### config.mk
export PLATFORM = sky130hd
export DESIGN_NAME = jtag_tap_flat
export DESIGN_NICKNAME = d
export VERILOG_FILES = /design/src/rtl/jtag_tap_if.sv /design/src/rtl/jtag_tap.sv /design/src/flat_wrapper.sv
export SDC_FILE = /design/constraint.sdc
export NUM_CORES = 1
export LEC_CHECK = 0
export BUFFER_PORTS_ARGS = -buffer_cell sky130_fd_sc_hd__buf_4
export CAP_MARGIN = 20
export CORE_AREA = 4 4 62 79
export CTS_CLUSTER_DIAMETER = 100
export CTS_CLUSTER_SIZE = 30
export DETAILED_ROUTE_END_ITERATION = 16
export DIE_AREA = 0 0 66 83
export PLACE_DENSITY = 0.77
export REMOVE_ABC_BUFFERS = 1
export SYNTH_ARGS = -nofsm -noshare
export SYNTH_HDL_FRONTEND = slang
export SYNTH_SLANG_ARGS = --single-unit
### constraint.sdc
create_clock -name tck -period 1.4 [get_ports tck]
set_clock_uncertainty 0.05 [all_clocks]
set_input_delay 0.14 -clock tck [delete_from_list [all_inputs] [get_ports tck]]
set_output_delay 0.14 -clock tck [all_outputs]
set_load 0.03 [all_outputs]
### src/rtl/jtag_tap_if.sv
// Serial-side signal bundle of the jtag_tap controller: device pins plus the
// strobes and data lines shared with the downstream SIB/TDR network.
interface jtag_tap_if #(
  parameter int IR_WIDTH = 4
);
  logic                tms;
  logic                tdi;
  logic                tdo;
  logic                tdo_en;
  logic                net_tdi;
  logic                net_tdo;
  logic                shift;
  logic                capture;
  logic                update;
  logic                tlr;
  logic [IR_WIDTH-1:0] ir;

  modport master (
    input  tms, tdi, net_tdo,
    output tdo, tdo_en, net_tdi, shift, capture, update, tlr, ir
  );

  modport slave (
    output tms, tdi, net_tdo,
    input  tdo, tdo_en, net_tdi, shift, capture, update, tlr, ir
  );
endinterface

### src/rtl/jtag_tap.sv
// IEEE 1149.1 TAP controller with IDCODE/BYPASS DRs that fronts a SIB/TDR network.
// Optional USERCODE DR is built when JTAG_TAP_USERCODE_EN is defined.
module jtag_tap #(
  parameter int                  IR_WIDTH       = 4,
  parameter logic [31:0]         IDCODE         = 32'h1000_0001,
  parameter logic [IR_WIDTH-1:0] INSTR_IDCODE   = 4'b0001,
  parameter logic [IR_WIDTH-1:0] INSTR_NETWORK  = 4'b1000
`ifdef JTAG_TAP_USERCODE_EN
  ,
  parameter logic [31:0]         USERCODE       = 32'h0000_0000,
  parameter logic [IR_WIDTH-1:0] INSTR_USERCODE = 4'b0010
`endif
) (
  input  logic     tck,
  input  logic     trstb,
  jtag_tap_if.master bus
);

  localparam logic [IR_WIDTH-1:0] IR_CAPTURE = IR_WIDTH'(2'b01);

  typedef enum logic [3:0] {
    TLR      = 4'd0,
    RTI      = 4'd1,
    SEL_DR   = 4'd2,
    CAP_DR   = 4'd3,
    SHIFT_DR = 4'd4,
    EXIT1_DR = 4'd5,
    PAUSE_DR = 4'd6,
    EXIT2_DR = 4'd7,
    UPD_DR   = 4'd8,
    SEL_IR   = 4'd9,
    CAP_IR   = 4'd10,
    SHIFT_IR = 4'd11,
    EXIT1_IR = 4'd12,
    PAUSE_IR = 4'd13,
    EXIT2_IR = 4'd14,
    UPD_IR   = 4'd15
  } tap_state_t;

  typedef enum logic [1:0] {
    DR_BYPASS   = 2'd0,
    DR_IDCODE   = 2'd1,
    DR_NETWORK  = 2'd2,
    DR_USERCODE = 2'd3
  } dr_sel_t;

  tap_state_t          state_r;
  logic [IR_WIDTH-1:0] ir_r;
  logic [IR_WIDTH-1:0] ir_sr_r;
  logic [31:0]         idcode_sr_r;
  logic                bypass_r;
  logic                tdo_r;
  logic                tdo_en_r;
  logic                tdo_next_s;
  dr_sel_t             dr_sel_s;
`ifdef JTAG_TAP_USERCODE_EN
  logic [31:0]         usercode_sr_r;
`endif

  // TAP state machine, advanced by tms on rising tck
  always_ff @(posedge tck or negedge trstb) begin
    if (!trstb) begin
      state_r <= TLR;
    end else begin
      case (state_r)
        TLR:      state_r <= bus.tms ? TLR      : RTI;
        RTI:      state_r <= bus.tms ? SEL_DR   : RTI;
        SEL_DR:   state_r <= bus.tms ? SEL_IR   : CAP_DR;
        CAP_DR:   state_r <= bus.tms ? EXIT1_DR : SHIFT_DR;
        SHIFT_DR: state_r <= bus.tms ? EXIT1_DR : SHIFT_DR;
        EXIT1_DR: state_r <= bus.tms ? UPD_DR   : PAUSE_DR;
        PAUSE_DR: state_r <= bus.tms ? EXIT2_DR : PAUSE_DR;
        EXIT2_DR: state_r <= bus.tms ? UPD_DR   : SHIFT_DR;
        UPD_DR:   state_r <= bus.tms ? SEL_DR   : RTI;
        SEL_IR:   state_r <= bus.tms ? TLR      : CAP_IR;
        CAP_IR:   state_r <= bus.tms ? EXIT1_IR : SHIFT_IR;
        SHIFT_IR: state_r <= bus.tms ? EXIT1_IR : SHIFT_IR;
        EXIT1_IR: state_r <= bus.tms ? UPD_IR   : PAUSE_IR;
        PAUSE_IR: state_r <= bus.tms ? EXIT2_IR : PAUSE_IR;
        EXIT2_IR: state_r <= bus.tms ? UPD_IR   : SHIFT_IR;
        UPD_IR:   state_r <= bus.tms ? SEL_DR   : RTI;
        default:  state_r <= TLR;
      endcase
    end
  end

  // DR selection from the active instruction; unknown opcodes fall to BYPASS
  always_comb begin
    dr_sel_s = DR_BYPASS;
    if (ir_r == INSTR_IDCODE) begin
      dr_sel_s = DR_IDCODE;
    end else if (ir_r == INSTR_NETWORK) begin
      dr_sel_s = DR_NETWORK;
`ifdef JTAG_TAP_USERCODE_EN
    end else if (ir_r == INSTR_USERCODE) begin
      dr_sel_s = DR_USERCODE;
`endif
    end else begin
      dr_sel_s = DR_BYPASS;
    end
  end

  // Instruction and data shift registers on rising tck
  always_ff @(posedge tck or negedge trstb) begin
    if (!trstb) begin
      ir_r        <= INSTR_IDCODE;
      ir_sr_r     <= '0;
      idcode_sr_r <= 32'h0000_0000;
      bypass_r    <= 1'b0;
    end else begin
      if (state_r == TLR) begin
        ir_r <= INSTR_IDCODE;
      end else if (state_r == UPD_IR) begin
        ir_r <= ir_sr_r;
      end
      case (state_r)
        CAP_IR:   ir_sr_r <= IR_CAPTURE;
        SHIFT_IR: ir_sr_r <= {bus.tdi, ir_sr_r[IR_WIDTH-1:1]};
        default:  ir_sr_r <= ir_sr_r;
      endcase
      case (state_r)
        CAP_DR: begin
          if (dr_sel_s == DR_IDCODE) idcode_sr_r <= IDCODE;
          if (dr_sel_s == DR_BYPASS) bypass_r <= 1'b0;
        end
        SHIFT_DR: begin
          if (dr_sel_s == DR_IDCODE) idcode_sr_r <= {bus.tdi, idcode_sr_r[31:1]};
          if (dr_sel_s == DR_BYPASS) bypass_r <= bus.tdi;
        end
        default: begin
          idcode_sr_r <= idcode_sr_r;
          bypass_r    <= bypass_r;
        end
      endcase
    end
  end

`ifdef JTAG_TAP_USERCODE_EN
  // USERCODE data register, captured and shifted like IDCODE
  always_ff @(posedge tck or negedge trstb) begin
    if (!trstb) begin
      usercode_sr_r <= 32'h0000_0000;
    end else if (dr_sel_s == DR_USERCODE) begin
      case (state_r)
        CAP_DR:   usercode_sr_r <= USERCODE;
        SHIFT_DR: usercode_sr_r <= {bus.tdi, usercode_sr_r[31:1]};
        default:  usercode_sr_r <= usercode_sr_r;
      endcase
    end
  end
`endif

  // Serial output selection ahead of the falling-edge tdo flop
  always_comb begin
    tdo_next_s = 1'b0;
    case (state_r)
      SHIFT_IR: tdo_next_s = ir_sr_r[0];
      SHIFT_DR: begin
        case (dr_sel_s)
          DR_IDCODE:   tdo_next_s = idcode_sr_r[0];
          DR_NETWORK:  tdo_next_s = bus.net_tdo;
`ifdef JTAG_TAP_USERCODE_EN
          DR_USERCODE: tdo_next_s = usercode_sr_r[0];
`endif
          default:     tdo_next_s = bypass_r;
        endcase
      end
      default: tdo_next_s = 1'b0;
    endcase
  end

  // tdo and its enable change on falling tck so the host samples a stable bit
  always_ff @(negedge tck or negedge trstb) begin
    if (!trstb) begin
      tdo_r    <= 1'b0;
      tdo_en_r <= 1'b0;
    end else begin
      tdo_r    <= tdo_next_s;
      tdo_en_r <= (state_r == SHIFT_IR) || (state_r == SHIFT_DR);
    end
  end

  // Strobes decode straight from state so a trstb abort removes them at once
  assign bus.capture = (dr_sel_s == DR_NETWORK) && (state_r == CAP_DR);
  assign bus.shift   = (dr_sel_s == DR_NETWORK) && (state_r == SHIFT_DR);
  assign bus.update  = (dr_sel_s == DR_NETWORK) && (state_r == UPD_DR);
  assign bus.tlr     = (state_r == TLR);
  assign bus.ir      = ir_r;
  assign bus.net_tdi = bus.tdi;
  assign bus.tdo     = tdo_r;
  assign bus.tdo_en  = tdo_en_r;

endmodule

### src/flat_wrapper.sv
// flat-port wrapper written by rule: the top's interface ports become plain ports
module jtag_tap_flat 
#(
  parameter int                  IR_WIDTH       = 4,
  parameter logic [31:0]         IDCODE         = 32'h1000_0001,
  parameter logic [IR_WIDTH-1:0] INSTR_IDCODE   = 4'b0001,
  parameter logic [IR_WIDTH-1:0] INSTR_NETWORK  = 4'b1000

)
  (tck, trstb, bus_tms, bus_tdi, bus_net_tdo, bus_tdo, bus_tdo_en, bus_net_tdi, bus_shift, bus_capture, bus_update, bus_tlr, bus_ir);
  jtag_tap_if #(.IR_WIDTH(IR_WIDTH)) bus_i ();
  input  logic tck;
  input  logic trstb;
  input wire logic [$bits(bus_i.tms)-1:0] bus_tms;
  input wire logic [$bits(bus_i.tdi)-1:0] bus_tdi;
  input wire logic [$bits(bus_i.net_tdo)-1:0] bus_net_tdo;
  output wire logic [$bits(bus_i.tdo)-1:0] bus_tdo;
  output wire logic [$bits(bus_i.tdo_en)-1:0] bus_tdo_en;
  output wire logic [$bits(bus_i.net_tdi)-1:0] bus_net_tdi;
  output wire logic [$bits(bus_i.shift)-1:0] bus_shift;
  output wire logic [$bits(bus_i.capture)-1:0] bus_capture;
  output wire logic [$bits(bus_i.update)-1:0] bus_update;
  output wire logic [$bits(bus_i.tlr)-1:0] bus_tlr;
  output wire logic [$bits(bus_i.ir)-1:0] bus_ir;
  assign bus_i.tms = bus_tms;
  assign bus_i.tdi = bus_tdi;
  assign bus_i.net_tdo = bus_net_tdo;
  assign bus_tdo = bus_i.tdo;
  assign bus_tdo_en = bus_i.tdo_en;
  assign bus_net_tdi = bus_i.net_tdi;
  assign bus_shift = bus_i.shift;
  assign bus_capture = bus_i.capture;
  assign bus_update = bus_i.update;
  assign bus_tlr = bus_i.tlr;
  assign bus_ir = bus_i.ir;
  jtag_tap #(.IR_WIDTH(IR_WIDTH), .IDCODE(IDCODE), .INSTR_IDCODE(INSTR_IDCODE), .INSTR_NETWORK(INSTR_NETWORK)) u_core (.tck(tck), .trstb(trstb), .bus(bus_i));
endmodule
# After elaboration in Yosys (flattened, before gate mapping)
# Cells that the tools add are included.
# word_totals
elab_cells	70
register_bits	47
out_inout_bits	11
# classes
reduce_logical	14
mux	26
eq_ne	23
# op_table
op	count
two-way mux 32 bit	2
case mux 32 bit (2 select lines)	1
case mux 4 bit (12 select lines)	1
equality test 4 bit (second input constant)	9
two-way mux 4 bit	6
equality test 4 x 3 -> 1 bit (second input constant)	4
two-way mux 2 bit	5
equality test 4 x 1 -> 1 bit (second input constant)	2
equality test 4 x 2 -> 1 bit (second input constant)	2
!= test 2 x 1 -> 1 bit (second input constant)	4
case mux 4 bit (2 select lines)	1
two-way mux 3 bit	2
case mux 1 bit (2 select lines)	3
AND reduction 3 bit	2
nonzero test 2 bit	3
two-way mux 1 bit	5
logical NOT 4 bit	1
OR reduction 2 bit	2
logical AND 1 bit	3
OR reduction 3 bit	1
equality test 2 x 1 -> 1 bit (second input constant)	1
equality test 2 bit (second input constant)	1
logical NOT 2 bit	1
logical OR 1 bit	1

# Depth between registers and ports, before layout
# Gate-level depths: netlist of run 1.
# depth
word_depth	6
ltp_mapped	6

==> results of run 1 <==
power breakdown:
part,switching (W),leakage (nW),internal [W],total [W]
clock,0.000457,0.0483,0.000352,0.000809
sequential,0.000269,0.627,0.00169,0.00196
combinational,0.00205,0.822,0.00259,0.00464
layout make-up:
type,count,area share [%]
Inverter,6,0.702
Clock inverter,3,0.585
Tap cell,58,2.26
Sequential cell,47,36.8
Clock buffer,5,2.14
Multi-Input combinational cell,114,31.0
Timing Repair Buffer,73,26.5
cells in the mapped netlist (2+ instances only):
master	count
inv_1	6
o2bb2ai_1	2
o22ai_1	4
nor3b_1	2
a22oi_1	2
o221ai_1	2
nor2_1	6
o21ai_0	9
nand2b_1	4
buf_4	4
or2_2	2
nand2_1	11
buf_6	3
dfrtp_1	44
dfrtn_1	2
nor2b_1	3
a22o_1	30
buf_2	9
a221oi_1	2
a21oi_1	7
nor4b_4	2
and2_1	2
and3_1	2
or3_1	2
what timing repair did:
item | CTS | global route
resized for setup | 37 | 44
hold endpoints to repair | 44 | 0
setup buffers | 11 | 14
gates cloned | 6 | 3
pin swaps | 13 | 24
hold buffers | 1 | 0
endpoints found under the setup margin | 47 | 50
per-layer routing:
layer / wire length [um] / GRT usage [%] / vias to the layer above
met1: 2460 / 25.6 / 932
met3: 201 / 4.60 / 19
li1: - / - / 811
met4: 208 / 7.58 / 0
met5: 0 / 0 / -
met2: 3440 / 36.7 / 49
path summary, 6_finish.rpt:
| kind | endpoint | cells after the start | slack [ns] | start |
|---|---|---|---|---|
| max in group asynchronous | u_core.bus.tdo | 2 | 0.40 | trstb |
| min in group asynchronous | u_core.state_r[1] | 2 | 0.15 | trstb |
| min reg2reg | u_core.idcode_sr_r[24] | 1 | 0.46 | u_core.idcode_sr_r[24] |
| max reg2reg | u_core.bus.tdo | 4 | -0.66 | u_core.bus.ir[1] |
| max | bus_capture | 6 | -0.70 | u_core.bus.ir[1] |
| min | u_core.state_r[2] | 2 | 0.05 | bus_tms |
through the flow:
| stage | worst slack, ns | power [W] | utilization [%] | hold slack, ns | area [um^2] |
|---|---|---|---|---|---|
| final | -0.698 | 0.00742 | 76.0 | 0.0467 | 3210 |
| after global routing | -0.731 | 0.00780 | 76.0 | 0.0510 | 3210 |
| after CTS | -0.687 | 0.00639 | 68.5 | 0.0279 | 2890 |
| after detailed placement | -0.612 | 0.00437 | 57.6 | -0.0839 | 2430 |
| after global placement | -0.594 | 0.00422 | 57.6 | -0.0875 | 2430 |
| after floorplan | -0.992 | 0.00330 | - | -0.206 | 2020 |
cell families (layout without fill, tap and decap cells):
| group | after synthesis | after routing | share of synthesized area (%) |
|---|---|---|---|
| mux | 1 | 1 | 0.468 |
| buf+inv | 24 | 87 | 6.49 |
| simple gates | 48 | 48 | 15.2 |
| xor+xnor | 1 | 1 | 0.409 |
| compound gates | 64 | 64 | 22.4 |
| flops | 47 | 47 | 55.0 |
worst max-delay path, delay by kind of cell, from the launching register on:
family,cells,cell delay (ns)
simple gates,3,0.81
buf+inv,3,0.40
flops,1,0.41
flip-flops by register name, summed over array words and instances, names as in the netlist:
name / count
u_core.idcode_sr_r: 32
u_core.state_r: 4
u_core.bus.ir: 4
u_core.ir_sr_r: 4
u_core.bus.tdo_en: 1
u_core.bus.tdo: 1
u_core.bypass_r: 1
cell usage in the layout, fill, tap and decap left out, drive strengths merged, types with 3 or more instances in the layout:
cell	count
nand2	11
a21oi	7
clkbuf	10
nor2b	3
dfrtp	44
o21ai	10
a22o	30
o22ai	4
nor4b	3
buf	67
inv	7
nor2	6
nand2b	4
==> qor.csv, run 1 <==
metric,value,unit
fmaxAchievable,477,MHz
vias,1811,
final_cell_count_no_fill,306,
grt_pass1_wl,8940,um
synth_top_cell_by_area,dfrtp_1,
place_inst,266,
power.leakage,1.50,nW
wl,6310,um
yosysSeqAreaShare,55.0,%
violations,negative setup slack,
power_density,2310,mW/mm^2
syn_inst,185,
hold_class,in2reg,
period_needed,2.10,ns
dominantRegCellSynth,dfrtp_1,
grt_start_max_net_pins,42,
die-height,83,um
multi_input_area,996,um^2
tightest_slew,0.499,ns
first_iter_violations,82,
synth_edf_count,0,
drv_cap,0,
clkSinkCount,47,
port_buffers,15,
worstPathMaxFanout,3,
cp_slowest_cell,or3b_4,
numCtsBuffers,5,
clk_pin_slew_worst_paths,0.08,ns
fin_crit_sh,150,%
seq_area,0.00118,mm^2
ys_types,47,
drv_slew,0,
fillerInstances,245,
path_class,reg2out,
cp_cell_sequence,or2_4 > buf_6 > or3b_4 > buf_6 > nor2b_4 > buf_6,
start_util,50.7,%
diodes,0,
wire_per_inst,20.6,um
yosysWarnings,0,
cts_buffer_depth,2,
critPathCaptureType,output port,
crit_top_cell,buf_6,
critPathLaunchType,flop,
fp.dieW,66,um
synth.top_cell.area_share,51.5,%
cts.htree.levels,2,
dpl.hpwl,2940,um
core_area,0.00422,mm^2
worst_slack,-0.698,ns
io_pins,16,
syn_area,0.00214,mm^2
drive_gt1_share,48.4,%
grt.total_usage,21.2,%
rsz0062_at_grt,yes,
ir_drop,1.38,mV
antenna_found_initial,0,
async_flop_share,100,%
grt_pass1_vias,1793,
ant_nets,0,
critPathRequiredTime,1.21,ns
status,"finished, violations left",
synth_area_leaders,"dfrtp_1 (51%), a22o_1 (12%), dfrtn_1 (2.3%)",
slew_headroom,66.7,%
firstDrtPassIters,4,
clock_latency,0.30,ns
synth-seq-cells,47,
route.detailed.drc,0,
critical_path.max_stage_delay,0.42,ns
grt-ovfl-total,0,
vias_per_cell,5.92,
hold_viol_final,0,
synth.avg_cell_area,11.6,um^2
critical_path_arrival,1.91,ns
place.gp.congestion,0.801,
rows,27,
tns,-21.48,ns
dieArea,0.00548,mm^2
final_nets,252,
cts-root-buf,clkbuf_8,
synthToLayoutAreaGrowth,50.0,%
setup-violations-final,52,
cts_tree,yes,
Power figures use the tool's default switching activity.
==> run 2: changes to the inputs <==
--- a/config.mk
+++ b/config.mk
@@ -5,14 +5,15 @@
 export SDC_FILE = /design/constraint.sdc
 export NUM_CORES = 1
 export LEC_CHECK = 0
+export ABC_AREA = 1
 export BUFFER_PORTS_ARGS = -buffer_cell sky130_fd_sc_hd__buf_4
 export CAP_MARGIN = 20
-export CORE_AREA = 4 4 62 79
+export CORE_AREA = 4 4 62 78
 export CTS_CLUSTER_DIAMETER = 100
 export CTS_CLUSTER_SIZE = 30
 export DETAILED_ROUTE_END_ITERATION = 16
-export DIE_AREA = 0 0 66 83
-export PLACE_DENSITY = 0.77
+export DIE_AREA = 0 0 66 82
+export PLACE_DENSITY = 0.73
 export REMOVE_ABC_BUFFERS = 1
 export SYNTH_ARGS = -nofsm -noshare
 export SYNTH_HDL_FRONTEND = slang
==> run 2 against run 1 <==
The flow still finishes with violations (negative setup slack); utilization increased by 6.5 points; cell area increased by 4.5%; count of clock-buffer cells in the layout increased by 1; clock power increased by 31%; via count increased by 14%; combinational power decreased by 26%; critical endpoint is now u_core.bus.tdo; largest cell class unchanged; largest power group unchanged; highest routed layer unchanged.
==> qor.csv, run 2 <==
metric,value,unit,change
clock_latency,0.31,ns,about the same
critPathCaptureType,flop,,
critPathLaunch,u_core.bus.ir[0],,
numCtsBuffers,5,,unchanged
multi_input_area,0.00105,mm^2,+5.9%
min_from,bus_tms,,
worst_slack,-0.522,ns,+0.176 ns
synth_top_cell_by_area,dfrtp_1,,
power.leakage,1.82,nW,+22%
rows,26,,-3.7%
post-synth-top-count-cell,nand2_1,,
rsz0062_at_grt,yes,,
cts_buffer_depth,2,,unchanged
synth_top_family_by_area,simple AND/OR/NAND/NOR gates,,
dpl.hpwl,3080,um,+4.9%
clkSinkCount,47,,unchanged
critical_path.max_stage_delay,0.59,ns,+0.17 ns
first_iter_violations,200,,+140%
drv_cap,0,,unchanged
critPathBufInv,1,,-2
route.detailed.drc,0,,unchanged
critPathRequiredTime,0.81,ns,-0.40 ns
drv_slew,0,,unchanged
synth-seq-cells,47,,unchanged
place_inst,351,,+32%
cts.htree.levels,2,,unchanged
synthToLayoutAreaGrowth,58.2,%,
critPathLaunchType,flop,,
setup-violations-final,46,,-12%
vias,2065,,+14%
grt_pass1_wl,10700,um,+20%
ir_drop,1.19,mV,-14%
worstPathMaxFanout,3,,unchanged
tightest_slew,0.539,ns,+0.0394 ns
cp_cell_sequence,nor2_4 > nand3_4 > nor2_2 > nand2_1 > nand2_1 > inv_1 > nand2_1,,
seq_area,0.00118,mm^2,+0.11%
ys_types,24,,-49%
cts-root-buf,clkbuf_8,,
clk_pin_slew_worst_paths,0.09,ns,about the same
antenna_found_initial,0,,unchanged
hold_viol_final,0,,unchanged
synth.avg_cell_area,8.32,um^2,-28%
start_util,52.2,%,+1.5 points
power_density,1890,mW/mm^2,-18%
syn_inst,255,,+38%
core_area,0.00407,mm^2,-3.7%
synth.top_cell.area_share,51.9,%,+0.46 points
grt_start_max_net_pins,45,,+7.1%
grt_pass1_vias,2229,,+24%
crit_top_cell,nand2_1,,
async_flop_share,100,%,unchanged
critical_path_arrival,1.33,ns,-0.58 ns
fin_util,82.5,%,+6.5 points
status,"finished, violations left",,
path_class,reg2reg,,
synth_fa_ha_area_share,0,%,unchanged
synth_area_leaders,"dfrtp_1 (52%), nand2_1 (16%), nand3_1 (8.5%)",,
io_pins,16,,unchanged
dominantRegCellSynth,dfrtp_1,,
place.gp.congestion,0.948,,+18%
fillerInstances,217,,-11%
die-height,82,um,-1.2%
port_buffers,15,,unchanged
fin_hold_ws,0.0319,ns,-0.0147 ns
grt-ovfl-total,0,,unchanged
yosys.area_share.simple,31.0,%,+16 points
top_register,u_core.idcode_sr_r,,
vias_per_cell,5.34,,-9.8%
synth-compound-area-share,6.31,%,-16 points
final_cell_mix,"nand2_1 (74), dfrtp_1 (41), buf_4 (40)",,
yosysWarnings,0,,unchanged
synth_edf_count,0,,unchanged
total_power,0.00634,W,-15%
hold_class,in2reg,,
dieArea,0.00541,mm^2,-1.2%
slew_headroom,64.1,%,-2.6 points
final_nets,335,,+33%
drive_gt1_share,43.5,%,-4.9 points
cp_slowest_cell,dfstp_2,,
grt.total_usage,26.6,%,+5.4 points
wl,6640,um,+5.3%
firstDrtPassIters,4,,unchanged
cts_tree,yes,,
reg2reg_slack,-0.52,ns,+0.14 ns
largest_register_ffs,32,,unchanged
final_common_cell,nand2_1,,
synth-xor-area-share,0,%,-0.41 points
crit_family,flip-flops,,
muxShareOfSynthArea,0,%,-0.47 points
wire_per_inst,17.2,um,-17%
ant_nets,0,,unchanged
fp.dieW,66,um,unchanged
violations,negative setup slack,,
diodes,0,,unchanged
tns,-14.60,ns,+6.88 ns
final_cell_count_no_fill,387,,+26%
r2r_start,u_core.bus.ir[0],,
yosysSeqAreaShare,55.5,%,+0.49 points
syn_area,0.00212,mm^2,-0.88%
ys_top_cells_by_count,"nand2_1 (91), dfrtp_1 (44), nand3_1 (36), inv_1 (20), nor2_1 (17)",,
==> run 2: tightest hold or removal path: cells and delay by family <==
kind / cells / cell delay [ns]
AO/OA/AOI/OAI: 1 / 0.05
buffers and inverters: 1 / 0.11
AND/OR/NAND/NOR: 1 / 0.05
==> run 2: path summary, 6_finish.rpt <==
path                                          end  cells past startpoint
min reg2reg                u_core.idcode_sr_r[18]                      2
max reg2reg                        u_core.bus.tdo                      7
max                                u_core.bus.tdo                      7
min in group asynchronous       u_core.state_r[3]                      2
max in group asynchronous       u_core.state_r[0]                      3
min                             u_core.state_r[0]                      3
==> run 2: what timing repair did <==
item                                    4_1_cts  5_1_grt
hold buffers                                  1        0
setup buffers                                23        7
cloned                                        5        0
endpoints found under the setup margin       43       54
endpoints found under the hold margin        44        0
resized for setup                            75       49
pin swaps                                    17       22
==> run 2: cell families (layout without fill, tap and decap cells) <==
family	after synthesis	in the layout
and+or+nand+nor	154	154
DFF	47	47
buffers and inverters	32	108
AOI/OAI and AO/OA	22	22
==> run 2: power by group <==
group / internal, W / leakage (nW) / switching (W)
clock: 0.000579 / 0.0612 / 0.000482
combinational: 0.00171 / 1.14 / 0.00171
sequential: 0.00164 / 0.626 / 0.000213
total: 0.00393 / 1.82 / 0.00241
==> run 2: per-stage QoR <==
| step | area, um^2 | worst slack (ns) |
|---|---|---|
| final | 3350 | -0.522 |
| after global routing | 3350 | -0.588 |
| after CTS | 3180 | -0.420 |
| after detailed placement | 2500 | -0.458 |
| after global placement | 2500 | -0.436 |
| after floorplan | 2050 | -1.13 |
==> run 2: layout make-up <==
class | instances | share of cell area (%)
clock buffers | 6 | 2.46
clock inverters | 2 | 1.04
inverters | 22 | 2.61
multi-input cells | 176 | 31.4
flip-flops and latches | 47 | 35.2
well taps | 56 | 2.09
repair buffers | 78 | 25.1
==> run 2: routing by layer <==
metal,up-vias,wire length [um],GRT usage [%]
met1,1016,2510,29.9
li1,965,-,-
met4,0,192,10.8
met3,18,258,5.06
met2,66,3680,49.1
met5,-,0,0
